**src/rtl/fx2_fifo_arbiter.sv**
```systemverilog
// FX2 slave-FIFO bus arbiter: round-robin sharing of FD/FIFOADR/strobes between the
// capture stream (FIFO4), event packets (FIFO5) and the host command reader (FIFO2).
module fx2_fifo_arbiter #(
  parameter int BURST_MAX     = 64,
  parameter int SETTLE_CYCLES = 1
) (
  input  logic       clk,
  input  logic       reset,
  input  logic       fifo2_nonempty,
  input  logic       fifo4_notfull,
  input  logic       fifo5_notfull,
  input  logic [7:0] FIFO_DATAIN,
  output logic [7:0] FIFO_DATAOUT,
  output logic       FIFO_DATAOUT_OE,
  output logic       FIFO_DATAIN_OE,
  output logic [1:0] FIFO_FIFOADR,
  output logic       FIFO_RD,
  output logic       FIFO_WR,
  output logic       FIFO_PKTEND,
  input  logic       cap_valid,
  input  logic [7:0] cap_data,
  output logic       cap_ready,
  input  logic       evt_valid,
  input  logic [7:0] evt_data,
  input  logic       evt_last,
  output logic       evt_ready,
  input  logic       out_ready,
  output logic       out_valid,
  output logic [7:0] out_data
);

  typedef enum logic [2:0] {IDLE, SETTLE, WR_CAP, WR_EVT, COMMIT, RD} state_t;
  typedef enum logic [1:0] {CLI_CAP, CLI_EVT, CLI_RD} client_t;

  localparam logic [7:0] BURST_LAST  = 8'(BURST_MAX);
  localparam logic [3:0] SETTLE_LAST = 4'(SETTLE_CYCLES - 1);

  state_t     state;
  client_t    ptr;
  client_t    grant;
  client_t    pick;
  client_t    c1;
  client_t    c2;
  logic       found;
  logic [1:0] fifo_adr;
  logic [7:0] burst_cnt;
  logic [7:0] burst_next;
  logic [3:0] settle_cnt;
  logic       req_cap;
  logic       req_evt;
  logic       req_rd;
  logic [3:0] req;

  function automatic client_t next_client(input client_t c);
    next_client = CLI_CAP;
    case (c)
      CLI_CAP: next_client = CLI_EVT;
      CLI_EVT: next_client = CLI_RD;
      default: next_client = CLI_CAP;
    endcase
  endfunction

  function automatic logic [1:0] addr_of(input client_t c);
    addr_of = 2'b00;
    case (c)
      CLI_CAP: addr_of = 2'b10;
      CLI_EVT: addr_of = 2'b11;
      default: addr_of = 2'b00;
    endcase
  endfunction

  assign req_cap      = cap_valid & fifo4_notfull;
  assign req_evt      = evt_valid & fifo5_notfull;
  assign req_rd       = out_ready & fifo2_nonempty;
  assign req          = {1'b0, req_rd, req_evt, req_cap};
  assign burst_next   = burst_cnt + 8'd1;
  assign FIFO_FIFOADR = fifo_adr;

  // ptr names the first client to look at; it always points just past the last grant
  always_comb begin
    c1    = next_client(ptr);
    c2    = next_client(c1);
    found = 1'b1;
    pick  = ptr;
    if (req[ptr])     pick = ptr;
    else if (req[c1]) pick = c1;
    else if (req[c2]) pick = c2;
    else              found = 1'b0;
  end

  always_ff @(posedge clk or posedge reset) begin
    if (reset) begin
      state      <= IDLE;
      ptr        <= CLI_CAP;
      grant      <= CLI_CAP;
      fifo_adr   <= 2'b10;
      burst_cnt  <= 8'h00;
      settle_cnt <= 4'h0;
      out_valid  <= 1'b0;
      out_data   <= 8'h00;
    end else begin
      out_valid <= 1'b0;
      case (state)
        IDLE: begin
          if (found) begin
            grant      <= pick;
            ptr        <= next_client(pick);
            fifo_adr   <= addr_of(pick);
            burst_cnt  <= 8'h00;
            settle_cnt <= 4'h0;
            state      <= SETTLE;
          end
        end
        SETTLE: begin
          if (settle_cnt == SETTLE_LAST) begin
            case (grant)
              CLI_CAP: state <= WR_CAP;
              CLI_EVT: state <= WR_EVT;
              default: state <= RD;
            endcase
          end else begin
            settle_cnt <= settle_cnt + 4'd1;
          end
        end
        WR_CAP: begin
          if (req_cap) begin
            burst_cnt <= burst_next;
            if (burst_next == BURST_LAST) state <= IDLE;
          end else begin
            state <= IDLE;
          end
        end
        // evt_last wins over burst expiry so a packet end is never left uncommitted
        WR_EVT: begin
          if (req_evt) begin
            burst_cnt <= burst_next;
            if (evt_last)                      state <= COMMIT;
            else if (burst_next == BURST_LAST) state <= IDLE;
          end else begin
            state <= IDLE;
          end
        end
        COMMIT: state <= IDLE;
        RD: begin
          if (req_rd) begin
            out_valid <= 1'b1;
            out_data  <= FIFO_DATAIN;
            burst_cnt <= burst_next;
            if (burst_next == BURST_LAST) state <= IDLE;
          end else begin
            state <= IDLE;
          end
        end
        default: state <= IDLE;
      endcase
    end
  end

  // Write handshakes are combinational so the byte and WR leave on the same edge
  always_comb begin
    FIFO_DATAOUT    = 8'h00;
    FIFO_DATAOUT_OE = 1'b0;
    FIFO_DATAIN_OE  = 1'b0;
    FIFO_WR         = 1'b0;
    FIFO_RD         = 1'b0;
    FIFO_PKTEND     = 1'b0;
    cap_ready       = 1'b0;
    evt_ready       = 1'b0;
    case (state)
      WR_CAP: begin
        FIFO_DATAOUT_OE = 1'b1;
        FIFO_DATAOUT    = cap_data;
        FIFO_WR         = req_cap;
        cap_ready       = req_cap;
      end
      WR_EVT: begin
        FIFO_DATAOUT_OE = 1'b1;
        FIFO_DATAOUT    = evt_data;
        FIFO_WR         = req_evt;
        evt_ready       = req_evt;
      end
      COMMIT: begin
        FIFO_DATAOUT_OE = 1'b1;
        FIFO_PKTEND     = 1'b1;
      end
      RD: begin
        FIFO_DATAIN_OE = 1'b1;
        FIFO_RD        = req_rd;
      end
      default: ;
    endcase
  end

endmodule

```
**config.mk**
```make
export PLATFORM = sky130hd
export DESIGN_NAME = fx2_fifo_arbiter
export DESIGN_NICKNAME = d
export VERILOG_FILES = /design/src/rtl/fx2_fifo_arbiter.sv
export SDC_FILE = /design/constraint.sdc
export NUM_CORES = 1
export LEC_CHECK = 0
export ABC_AREA = 0
export BUFFER_PORTS_ARGS = -buffer_cell sky130_fd_sc_hd__buf_2
export CORE_ASPECT_RATIO = 0.75
export CORE_UTILIZATION = 45
export DETAILED_ROUTE_END_ITERATION = 7
export PLACE_DENSITY = 0.87
export SYNTH_ARGS = -nofsm -noshare
export SYNTH_HDL_FRONTEND = slang
export SYNTH_SLANG_ARGS = --single-unit
```
**constraint.sdc**
```tcl
create_clock -name clk -period 1.9 [get_ports clk]
set_input_delay 0.095 -clock clk [delete_from_list [all_inputs] [get_ports clk]]
set_output_delay 0.095 -clock clk [all_outputs]
set_load 0.02 [all_outputs]
```
== Word level (Yosys, flattened, before mapping) ==
Cells that the tools add are included.
Word-level totals
  ROM bits: 0
  memories: 0
  bits of input ports: 33
  register bits: 30
  bits in writable memories: 0
  logic and storage cells: 89
  latch bits: 0
  output and inout bits: 26
Operators by class
  shifts and indexed selects: 0
  equality and inequality tests: 16
  bitwise operators: 3
  reductions and logical operators: 14
  div/mod/pow operators: 0
  muxes and demuxes: 43
  add/sub/neg operators: 2
  $mul: 0
  order comparisons: 3
Operators with widths (count)
  8-bit two-way mux: 4
  8-bit case mux with 4 select lines: 1
  3-bit two-way mux: 7
  2-bit case mux with 2 select lines: 4
  8-bit case mux with 2 select lines: 1
  3-bit case mux with 5 select lines: 1
  1-bit two-way mux: 14
  2-bit inequality test, second input constant: 6
  2-bit by 3-bit less-than comparator with 1-bit output, second input constant: 3
  8-bit by 1-bit adder with 8-bit output, second input constant: 1
  2-bit by 1-bit equality test with 1-bit output, second input constant: 4
  8-bit by 7-bit equality test with 1-bit output, second input constant: 1
  2-bit zero test: 4
  4-bit two-way mux: 2
  4-bit case mux with 2 select lines: 1
  1-bit binary-select mux with 2-bit select: 3
  3-bit by 2-bit equality test with 1-bit output, second input constant: 2
  3-bit equality test, second input constant: 2
  2-bit two-way mux: 3
  3-bit case mux with 2 select lines: 1
  2-bit AND reduction: 3
  5-bit AND reduction: 1
  4-bit by 1-bit adder with 4-bit output, second input constant: 1
  4-bit zero test: 1
  8 further kinds: 10

== Depth between registers and ports, before layout ==
Gate-level depths: netlist of run 1.
  word-level depth: 11
  mapped depth: 8
  mapped depth without buffers: 6

== Worst setup path before layout of run 1 ==
No wires, ideal clock.
  path type: register to register
  start: register state[0]
  end: register burst_cnt[4]
  cell stages (with the launch flop): 9
  clock period less this slack: 1.795 ns
  buffers on the path: 2
  required time: 1.808 ns
  data arrival time: 1.703 ns
  path slack: 0.105 ns
  setup time: 0.092 ns
  cell sequence: dfrtp_1 -> buf_2 -> nand3b_2 -> inv_2 -> a32o_1 -> a221o_1 -> or2_1 -> buf_6 -> o31ai_2
Between the ends
  cells in the longest elaborated chain, start to end: 3
  elaborated cells between the ends (all ways): 11
  those cells by class: 7 x eq/ne; 1 x mux; 3 x reduce/logical
RTL lines
  start, declared: RTL line 38  | state_t state;
  start signal, assigned: RTL line 93  | state <= IDLE;
  start signal, assigned: RTL line 111  | state <= SETTLE;
  start signal, assigned: RTL line 117  | CLI_CAP: state <= WR_CAP;
  3-bit by 2-bit equality test with 1-bit output (tied with other cells): RTL line 103  | case (state)
  4-bit nonzero test (no source line) / 2-bit inequality test (equally long branches)
  5-bit AND reduction (no source line)
  end signal, assigned: RTL line 127  | burst_cnt <= burst_next;
  end signal, assigned: RTL line 136  | burst_cnt <= burst_next;
  end signal, assigned: RTL line 148  | burst_cnt <= burst_next;
  end, declared: RTL line 46  | logic [7:0] burst_cnt;
Several ways; a longest one is shown, not always the timed one.
A chain may end at the register's enable or synchronous reset.

== Worst setup path in the final report of run 1 ==
  start: register state[2]
  end: register burst_cnt[7]
The elaborated chain is that of the path after synthesis.

==> summary.md, run 1 <==
| Metric | Value |
|---|---|
| CP Cell Sequence | `nand3b_2 > inv_2 > a32o_1 > a221o_1 > or2_4 > o41ai_2` |
| Pin count of the biggest net entering global routing | `30` |
| PwrDens | `1350 nW/um2` |
| Area growth from synthesis to final layout | `30.9%` |
| Crit. End Element | `flop` |
| Critical R2R Launch | `state[2]` |
| Antenna-violating nets left | `0` |
| Hold WS | `0.0393 ns` |
| Peak VDD IR | `1110 uV` |
| Syn nets | `224` |
| Core area | `3680 um2` |
| Gr ovfl total | `0` |
| Core Util, Final | `61.9%` |
| Most common cell after layout, fill and taps aside | `buf_2` |
| Critical path launch point type | `flop` |
| Vias per cell | `5.18` |
| Initial antenna violation count | `0` |
| First-pass GRT wire length | `6420 um` |
| IO Port Bufs | `58` |
| GR Util met2 | `30.9%` |
| Final Critical Period | `1.78 ns` |
| Max incr delay on CP | `0.48 ns` |
| Hold Path Class | `input port to flop` |
| Initial Util | `47.3%` |
| Final setup violating endpoints | `0` |
| Max Fclk | `0.562 GHz` |
| Commonest cells after routing, fill and taps aside | `58 x buf_2, 27 x dfrtp_1, 25 x nor2_1, 18 x buf_4, 12 x nand2_1` |
| TritonCTS Sinks | `29` |
| Max_cap viols | `0` |
| Global placer's final weighted congestion | `0.970` |
| Detailed Place HPWL | `3040 um` |
| Final TNS setup | `0 ns` |
| M3 GR Usage | `6.88%` |
| Leakage power | `0.00118 uW` |
| CP Max Fanout | `7` |
| DRT Wirelength | `4000 um` |
| Residual DRC | `0` |
| DIE HEIGHT | `55.9 um` |
| Gr busiest metal | `met2` |
| Final hold vios | `0` |
| Synth area leader | `dfrtp_1` |
| Site row count | `19` |
| M1 GR Usage | `27.4%` |
| WP data arrival | `1.96 ns` |
| Post-synth top flop | `dfrtp_1` |
| Post-CTS Setup Bufs | `0` |
| Reg clk slew, reported paths | `0.06 ns` |
| CTS tree | `yes` |
| Outcome | `finished, final reports clean` |
| Reg2Reg Depth | `6` |
| Netlist area before placement | `1740 um2` |
| Power Total | `3090 uW` |
| Sink of the worst hold path | `out_data[2]` |
| DR pass1 iterations | `4` |
| WL per Instance | `12.8 um` |
| Die ar. | `4130 um2` |
| Final Skew | `0.00404 ns` |
| Hold Path Depth | `2` |
| YS warnings | `0` |
| EDFF count, synth | `0` |
| Initial drt markers | `107` |
| Num CTS Buffers | `5` |
| Crit Path Category | `flop to flop` |
| Yosys reg bits | `29` |
| Max Root-Sink Buffers | `2` |
| Worst slack at placement | `0.0689 ns` |
| Syn avg cell area | `9.32 um2` |
| Htree depth | `2` |
| Worst-Margin Slew | `0.460 ns` |
| Area fraction of the dominant cell type after synthesis | `40.2%` |
| Syn Inst Count | `187` |
| Crit Reg-Reg Endpoint | `burst_cnt[7]` |
| Vias after detailed routing | `1,616` |
| Die X | `73.9 um` |
| Slowest-stage cell, CP | `dfrtp_1` |
| Clk root buf | `clkbuf_8` |
| Slew Viols, Final | `0` |
| Fin nets | `296` |
| CP required | `2.08 ns` |
| # diodes | `0` |
| Area contributors post-synth | `dfrtp_1 40%, nor2_1 5.4%, mux2_2 5.2%` |
| Rel. slew slack | `69.2%` |
| Sequential-to-total area share from yosys stat | `41.7%` |
| Clock Latency Late Sink | `0.28 ns` |
| RSZ-0062 raised after global routing | `false` |
| Fraction of layout instances using a drive strength above 1 | `40.0%` |
| Async S/R FF share, synth | `100%` |
| Unique masters post-synth | `48` |
| Final worst slack | `0.121 ns` |
| Vias in the first global route | `1,476` |
| R2r setup slk | `0.12 ns` |
| I/O pin total | `59` |
| Total GRT Usage | `21.0%` |
| Min-delay src | `FIFO_DATAIN[2]` |
| Fin crit share | `93.6%` |
worst max path at each step:
stage                  start            to  slack [ns]  cells past startpoint
global placement      ptr[0]  burst_cnt[4]        0.12                      5
global route        state[2]  burst_cnt[7]        0.05                      6
CTS                 state[2]       FIFO_WR        0.04                      5
detailed placement  state[2]  burst_cnt[7]        0.07                      6
finish              state[2]  burst_cnt[7]        0.12                      6
floorplan           state[0]  burst_cnt[4]        0.11                      8
layout make-up:
cell class                 count  area [um2]
timing repair buffer          77         435
sequential                    29         728
fill                         296        1400
tap                           52        65.1
clock buffer                   8        90.1
multi-input combinational    140         940
inverter                       6        22.5
power by group:
part	internal [uW]	total [uW]	leakage (uW)	switching [uW]
Combinational	697	1590	0.000759	894
Clock	294	516	0.0000455	222
Sequential	814	983	0.000379	169
Total	1810	3090	0.00118	1280
synthesized netlist by cell type (2+ instances only):
library cell	number
mux2_2	8
clkbuf_1	5
a21oi_1	2
and2_1	2
nor2_1	25
inv_1	5
a31oi_1	2
nand3_1	10
o21ai_1	11
xnor2_1	2
o31ai_2	3
buf_4	3
and3_1	3
nand2_1	12
buf_1	2
mux2i_1	8
o31ai_1	3
dfrtp_1	28
or2_1	2
xor2_1	4
o21ai_0	7
nor3_1	5
nand2b_1	4
a21o_1	2
ha_1	4
nand4_1	2
o21a_1	2
timing repair:
| action | 4_1_cts | 5_1_grt |
|---|---|---|
| hold buffers | 1 | 0 |
| endpoints found under the setup margin | 0 | 6 |
| gates resized for setup | 0 | 4 |
| endpoints found under the hold margin | 28 | 0 |
registers in the layout (all words and copies together) (netlist names):
register	count
out_valid	1
state	3
burst_cnt	8
out_data	8
ptr	1
grant	2
FIFO_FIFOADR	2
settle_cnt	4
routing by layer:
metal	vias up	share of wire, %	wire length (um)
met1	733	47	1890
li1	799	-	-
met4	0	2.3	91
met5	-	0	0
met2	76	42	1680
met3	8	8.6	342
worst max-delay path: cells and delay by family, from the launching register on:
family	cells	cell delay (ns)
flip-flops	1	0.48
AO/OA/AOI/OAI	3	0.67
AND/OR/NAND/NOR	2	0.46
buffers and inverters	1	0.06
kinds of logic after synthesis:
kind of cell	count (synthesis)	synth area share, %
AO/OA/AOI/OAI	40	16.2
buffers and inverters	18	5.02
XOR/XNOR	6	3.02
AND/OR/NAND/NOR	74	21.4
adder cells (fa/ha/maj)	4	2.87
flip-flops	29	41.7
multiplexers	16	9.76
stage by stage:
step	std cells	area, um2
floorplan	187	1740
global placement	303	2170
detailed placement	303	2170
CTS	312	2270
global route	312	2280
finish	312	2280
Note: power is estimated with default switching activity, not from simulation.
==> inputs of run 2 (changes only) <==
--- a/config.mk
+++ b/config.mk
@@ -7,10 +7,12 @@
 export LEC_CHECK = 0
 export ABC_AREA = 0
 export BUFFER_PORTS_ARGS = -buffer_cell sky130_fd_sc_hd__buf_2
+export CELL_PAD_IN_SITES_DETAIL_PLACEMENT = 0
+export CELL_PAD_IN_SITES_GLOBAL_PLACEMENT = 1
 export CORE_ASPECT_RATIO = 0.75
-export CORE_UTILIZATION = 45
+export CORE_UTILIZATION = 33
 export DETAILED_ROUTE_END_ITERATION = 7
-export PLACE_DENSITY = 0.87
+export PLACE_DENSITY = 0.86
 export SYNTH_ARGS = -nofsm -noshare
 export SYNTH_HDL_FRONTEND = slang
 export SYNTH_SLANG_ARGS = --single-unit
==> run 2 against run 1 <==
Sequential power fell by 3.7%. Register-to-register slack barely moved. Fmax fell by 0.35%. Global-route usage fell by 4.4 points. Core utilization fell by 15 points. First-iteration DRC count rose by 10%. Hold slack got worse by 0.0031 ns. Non-clock buffer count did not move. Sequential share of layout area fell by 0.74 points. Largest power group unchanged. Highest routed layer unchanged.
==> summary.md, run 2 (synthesized netlist as in run 1, its figures left out) <==
| Metric | Value |
|---|---|
| Total GRT Usage | `16.6% (-4.4 points)` |
| Clock Latency Late Sink | `0.29 ns (about the same)` |
| Initial Util | `35.0% (-12 points)` |
| Outcome | `finished, final reports clean` |
| Final Critical Period | `1.78 ns (+0.00626 ns)` |
| Slowest-stage cell, CP | `dfrtp_1` |
| Vias per cell | `4.88 (-5.7%)` |
| CP Cell Sequence | `and2_1 > o211a_1 > a221o_1 > or2_4 > o41ai_2` |
| DR pass1 iterations | `4 (unchanged)` |
| CP Max Fanout | `6 (-1)` |
| I/O pin total | `59 (unchanged)` |
| Worst path top cell family by delay | `compound AO/OA/AOI/OAI gates` |
| Worst-Margin Slew | `0.407 ns (-0.0522 ns)` |
| Critical path launch point type | `flop` |
| Htree depth | `2 (unchanged)` |
| Crit Path Category | `flop to flop` |
| Initial drt markers | `118 (+10%)` |
| WP data arrival | `1.97 ns (about the same)` |
| Worst path bufs/invs | `0 (-1)` |
| Most common cell after layout, fill and taps aside | `buf_2` |
| Global placer's final weighted congestion | `0.860 (-11%)` |
| Clk root buf | `clkbuf_8` |
| IO Port Bufs | `58 (unchanged)` |
| Antenna-violating nets left | `0 (unchanged)` |
| Rel. slew slack | `72.7% (+3.5 points)` |
| Reg2Reg Depth | `5 (-1)` |
| R2r setup slk | `0.12 ns (about the same)` |
| Critical R2R Launch | `ptr[0]` |
| Initial antenna violation count | `0 (unchanged)` |
| Die ar. | `5580 um2 (+35%)` |
| Area growth from synthesis to final layout | `33.7%` |
| Residual DRC | `0 (unchanged)` |
| CTS tree | `yes` |
| Crit Reg-Reg Endpoint | `burst_cnt[7]` |
| Final Skew | `0.00710 ns (+0.00306 ns)` |
| Vias after detailed routing | `1,621 (+0.31%)` |
| Post-CTS Setup Bufs | `0 (unchanged)` |
| Max incr delay on CP | `0.40 ns (-0.08 ns)` |
| RSZ-0062 raised after global routing | `false` |
| Max Fclk | `0.560 GHz (-0.35%)` |
| # diodes | `0 (unchanged)` |
| Critical Path End | `burst_cnt[7]` |
| Final setup violating endpoints | `0 (unchanged)` |
| Fin crit share | `93.9% (+0.33 points)` |
| Leakage power | `0.00119 uW (+1.0%)` |
| Commonest cells after routing, fill and taps aside | `58 x buf_2, 28 x dfrtp_1, 25 x nor2_1, 18 x buf_4, 12 x nand2_1` |
| Core area | `4980 um2 (+35%)` |
| Detailed Place HPWL | `3190 um (+5.0%)` |
| Pin count of the biggest net entering global routing | `30 (unchanged)` |
| DIE HEIGHT | `64.9 um (+16%)` |
| DRT Wirelength | `4260 um (+6.6%)` |
| Fraction of layout instances using a drive strength above 1 | `40.0% (unchanged)` |
| Num CTS Buffers | `5 (unchanged)` |
| Gr ovfl total | `0 (unchanged)` |
| Largest regs | `burst_cnt: 8 flops, out_data: 8 flops, settle_cnt: 4 flops` |
| Crit. End Element | `flop` |
| Site row count | `22 (+3)` |
| Crit path launch | `ptr[0]` |
| Hold WS | `0.0362 ns (-0.00308 ns)` |
| WL per Instance | `12.8 um (+0.18%)` |
| First-pass GRT wire length | `7080 um (+10%)` |
| Hold Path Class | `input port to flop` |
| Slew Viols, Final | `0 (unchanged)` |
| Reg clk slew, reported paths | `0.07 ns (about the same)` |
| Vias in the first global route | `1,526 (+3.4%)` |
| TritonCTS Sinks | `29 (unchanged)` |
| PwrDens | `1410 nW/um2 (+4.0%)` |
| Max_cap viols | `0 (unchanged)` |
| Final hold vios | `0 (unchanged)` |
| Crit path depth | `5 (-1)` |
| Fin nets | `296 (unchanged)` |
| Die X | `85.9 um (+16%)` |
| Peak VDD IR | `620 uV (-44%)` |
| Max Root-Sink Buffers | `2 (unchanged)` |
| CP required | `2.09 ns (about the same)` |
| Final TNS setup | `0 ns (unchanged)` |
-- run 2: cell count changes in the layout (fill, tap and decap cells not counted), sizes merged --
cell / delta
clkinvlp: +1
clkbuf: -2
bufinv: +1
-- run 2: what timing repair did --
item,in CTS,in global routing
endpoints found under the setup margin,0,5
endpoints found under the hold margin,28,0
resized for setup,0,2
hold buffers,1,0
-- run 2: how the worst min path moves through the flow --
| stage | startpoint | to | depth (start not counted) |
|---|---|---|---|
| final | FIFO_DATAIN[1] | out_data[1] | 2 |
| after global routing | FIFO_DATAIN[3] | out_data[3] | 2 |
| after CTS | FIFO_DATAIN[3] | out_data[3] | 2 |
| after detailed placement | reset | out_data[6] | 3 |
| after global placement | reset | out_data[6] | 3 |
| after floorplan | reset | FIFO_FIFOADR[0] | 1 |
-- run 2: area by class of cell --
type	instances	area (um2)
clock buffer	6	82.6
clock inverter	2	37.5
fill	481	2650
inverter	6	22.5
multi-input combinational	140	936
sequential	29	727
tap	72	90.1
timing repair buffer	77	435
-- run 2: report_power, final --
group / leakage [uW] / switching [uW] / internal (uW)
logic: 0.000758 / 936 / 717
registers: 0.000380 / 135 / 812
clock network: 0.0000574 / 256 / 426
total: 0.00119 / 1330 / 1960
-- run 2: through the flow --
stage | cells | cell area, um2 | utilization, % | power (uW) | worst slack [ns]
global route | 332 | 2330 | 46.8 | 3490 | 0.0256
global placement | 323 | 2190 | 44.0 | 2570 | 0.0896
CTS | 332 | 2320 | 46.6 | 3280 | 0.0341
finish | 332 | 2330 | 46.8 | 3280 | 0.115
detailed placement | 323 | 2190 | 44.0 | 2590 | 0.0590
floorplan | 187 | 1740 | - | 2040 | 0.105
-- run 2: routing by layer --
metal,vias to the layer above,track usage (%),share of wire (%)
met1,742,23.0,49
met3,5,3.95,8.9
li1,800,-,-
met5,-,0,0
met4,0,8.54,1.5
met2,74,23.8,41
==> inputs of run 3 (changes only) <==
--- a/config.mk
+++ b/config.mk
@@ -9,7 +9,7 @@
 export BUFFER_PORTS_ARGS = -buffer_cell sky130_fd_sc_hd__buf_2
 export CELL_PAD_IN_SITES_DETAIL_PLACEMENT = 0
 export CELL_PAD_IN_SITES_GLOBAL_PLACEMENT = 1
-export CORE_ASPECT_RATIO = 0.75
+export CORE_ASPECT_RATIO = 1.4
 export CORE_UTILIZATION = 33
 export DETAILED_ROUTE_END_ITERATION = 7
 export PLACE_DENSITY = 0.86
==> run 3 against run 2 <==
Hold slack improved by 0.0083 ns. Total power is 6.7% lower. Sequential cell count stayed put. Critical path type unchanged. Register-to-register slack about the same. Clock-buffer cell count did not move.
==> summary.md, run 3 (synthesized netlist as in run 1, its figures left out) <==
| Metric | Value |
|---|---|
| Final Critical Period | `1.79 ns (+0.0000860 ns)` |
| Antenna-violating nets left | `0 (unchanged)` |
| I/O pin total | `59 (unchanged)` |
| Most common cell after layout, fill and taps aside | `buf_2` |
| WP data arrival | `1.97 ns (about the same)` |
| Crit Path Category | `flop to flop` |
| Clock Latency Late Sink | `0.28 ns (about the same)` |
| TritonCTS Sinks | `29 (unchanged)` |
| Outcome | `finished, final reports clean` |
| CP required | `2.09 ns (about the same)` |
| Global placer's final weighted congestion | `0.836 (-2.8%)` |
| Hold Path Class | `input port to flop` |
| Worst path top cell family by delay | `compound AO/OA/AOI/OAI gates` |
| Detailed Place HPWL | `3130 um (-1.9%)` |
| Reg clk slew, reported paths | `0.06 ns (about the same)` |
| Worst-Margin Slew | `0.399 ns (-0.00832 ns)` |
| Core area | `4950 um2 (-0.55%)` |
| Clk root buf | `clkbuf_8` |
| RSZ-0062 raised after global routing | `false` |
| Area growth from synthesis to final layout | `31.7%` |
| Placed cell area | `2180 um2 (-0.46%)` |
| Crit. End Element | `flop` |
| IO Port Bufs | `58 (unchanged)` |
| Largest regs | `burst_cnt: 8 flops, out_data: 8 flops, settle_cnt: 4 flops` |
| Max Fclk | `0.560 GHz (about the same)` |
| Slew Viols, Final | `0 (unchanged)` |
| Slowest-stage cell, CP | `dfrtp_1` |
| Commonest cells after routing, fill and taps aside | `58 x buf_2, 27 x dfrtp_1, 24 x nor2_1, 18 x buf_4, 12 x nand2_1` |
| Max Root-Sink Buffers | `2 (unchanged)` |
| Worst path bufs/invs | `0 (unchanged)` |
| Max_cap viols | `0 (unchanged)` |
| Htree depth | `2 (unchanged)` |
| DIE HEIGHT | `88.0 um (+35%)` |
| DRT Wirelength | `4020 um (-5.7%)` |
| First-pass GRT wire length | `6660 um (-5.9%)` |
| Rel. slew slack | `72.7% (about the same)` |
| Total GRT Usage | `15.5% (-1.0 points)` |
| Final TNS setup | `0 ns (unchanged)` |
| Max incr delay on CP | `0.40 ns (about the same)` |
| Initial drt markers | `58 (-51%)` |
| Vias in the first global route | `1,535 (+0.59%)` |
| Initial antenna violation count | `0 (unchanged)` |
| Vias after detailed routing | `1,614 (-0.43%)` |
| Fin crit share | `94.0% (about the same)` |
| Critical path launch point type | `flop` |
| Die X | `63.4 um (-26%)` |
| Hold WS | `0.0445 ns (+0.00826 ns)` |
| Peak VDD IR | `499 uV (-20%)` |
| CP Cell Sequence | `and2_1 > o211a_1 > a221o_1 > or2_4 > o31ai_2` |
| CP Max Fanout | `6 (unchanged)` |
| Die ar. | `5580 um2 (about the same)` |
| Gr ovfl total | `0 (unchanged)` |
| PwrDens | `1330 nW/um2 (-5.3%)` |
| Design area | `2300 um2 (-1.5%)` |
| Fin nets | `296 (unchanged)` |
| Site row count | `30 (+36%)` |
| Final hold vios | `0 (unchanged)` |
| Num CTS Buffers | `5 (unchanged)` |
| Residual DRC | `0 (unchanged)` |
| Initial Util | `35.2% (+0.19 points)` |
| # diodes | `0 (unchanged)` |
| Leakage power | `0.00119 uW (-0.75%)` |
| Final setup violating endpoints | `0 (unchanged)` |
| Fraction of layout instances using a drive strength above 1 | `40.8% (+0.77 points)` |
| WL per Instance | `12.4 um (-3.3%)` |
| Pin count of the biggest net entering global routing | `30 (unchanged)` |
| Final Skew | `0.00746 ns (+0.000364 ns)` |
| DR pass1 iterations | `4 (unchanged)` |
| CTS tree | `yes` |
| Vias per cell | `4.98 (+2.0%)` |
run 3: per-layer routing:
metal | up-vias | global-route usage, % | part of all wire, %
li1 | 805 | - | -
met1 | 741 | 16.5 | 42
met2 | 60 | 28.8 | 50
met3 | 8 | 4.17 | 5.5
met4 | 0 | 6.40 | 2.4
met5 | - | 0 | 0
run 3: timing repair:
| item | 4_1_cts | 5_1_grt |
|---|---|---|
| setup endpoints to repair | 2 | 4 |
| hold buffers | 1 | 0 |
| buffers inserted | 0 | 0 |
| gates resized for setup | 2 | 4 |
| endpoints found under the hold margin | 28 | 0 |
run 3: report_power, final:
group	switching, uW	internal, uW	leakage (uW)
Clock	220	253	0.0000450
Sequential	149	814	0.000378
Combinational	913	713	0.000763
Total	1280	1780	0.00119
run 3: layout make-up:
class / count / area [um2]
clock buffer: 6 / 72.6
clock inverter: 2 / 10.0
fill: 515 / 2660
inverter: 6 / 22.5
multi-input combinational: 140 / 947
sequential: 29 / 728
tap: 64 / 80.1
timing repair buffer: 77 / 435
run 3: worst paths after layout:
check	from	to	slack [ns]	depth (start not counted)
worst min-delay path	FIFO_DATAIN[4]	out_data[4]	0.04	2
worst min register to register	grant[0]	grant[0]	0.50	1
min in group asynchronous	reset	settle_cnt[1]	0.43	4
worst max register to register	ptr[0]	burst_cnt[4]	0.11	5
max in group asynchronous	reset	FIFO_FIFOADR[1]	1.16	4
worst max-delay path	ptr[0]	burst_cnt[4]	0.11	5
run 3: worst reg2reg max path, cell delays in order, from the launching register on:
cell	delay, ns
dfrtp_1	0.40
and2_1	0.16
o211a_1	0.25
a221o_1	0.37
or2_4	0.30
o31ai_2	0.22
run 3: metrics by stage:
stage | cells | worst slack (ns) | total power [uW] | utilization (%)
2_1_floorplan | 187 | 0.105 | 2040 | -
3_3_place_gp | 315 | 0.109 | 2550 | 44.1
3_5_place_dp | 315 | 0.0649 | 2570 | 44.1
4_1_cts | 324 | 0.0398 | 3070 | 46.1
5_1_grt | 324 | 0.0391 | 3320 | 46.3
6_report | 324 | 0.115 | 3060 | 46.3
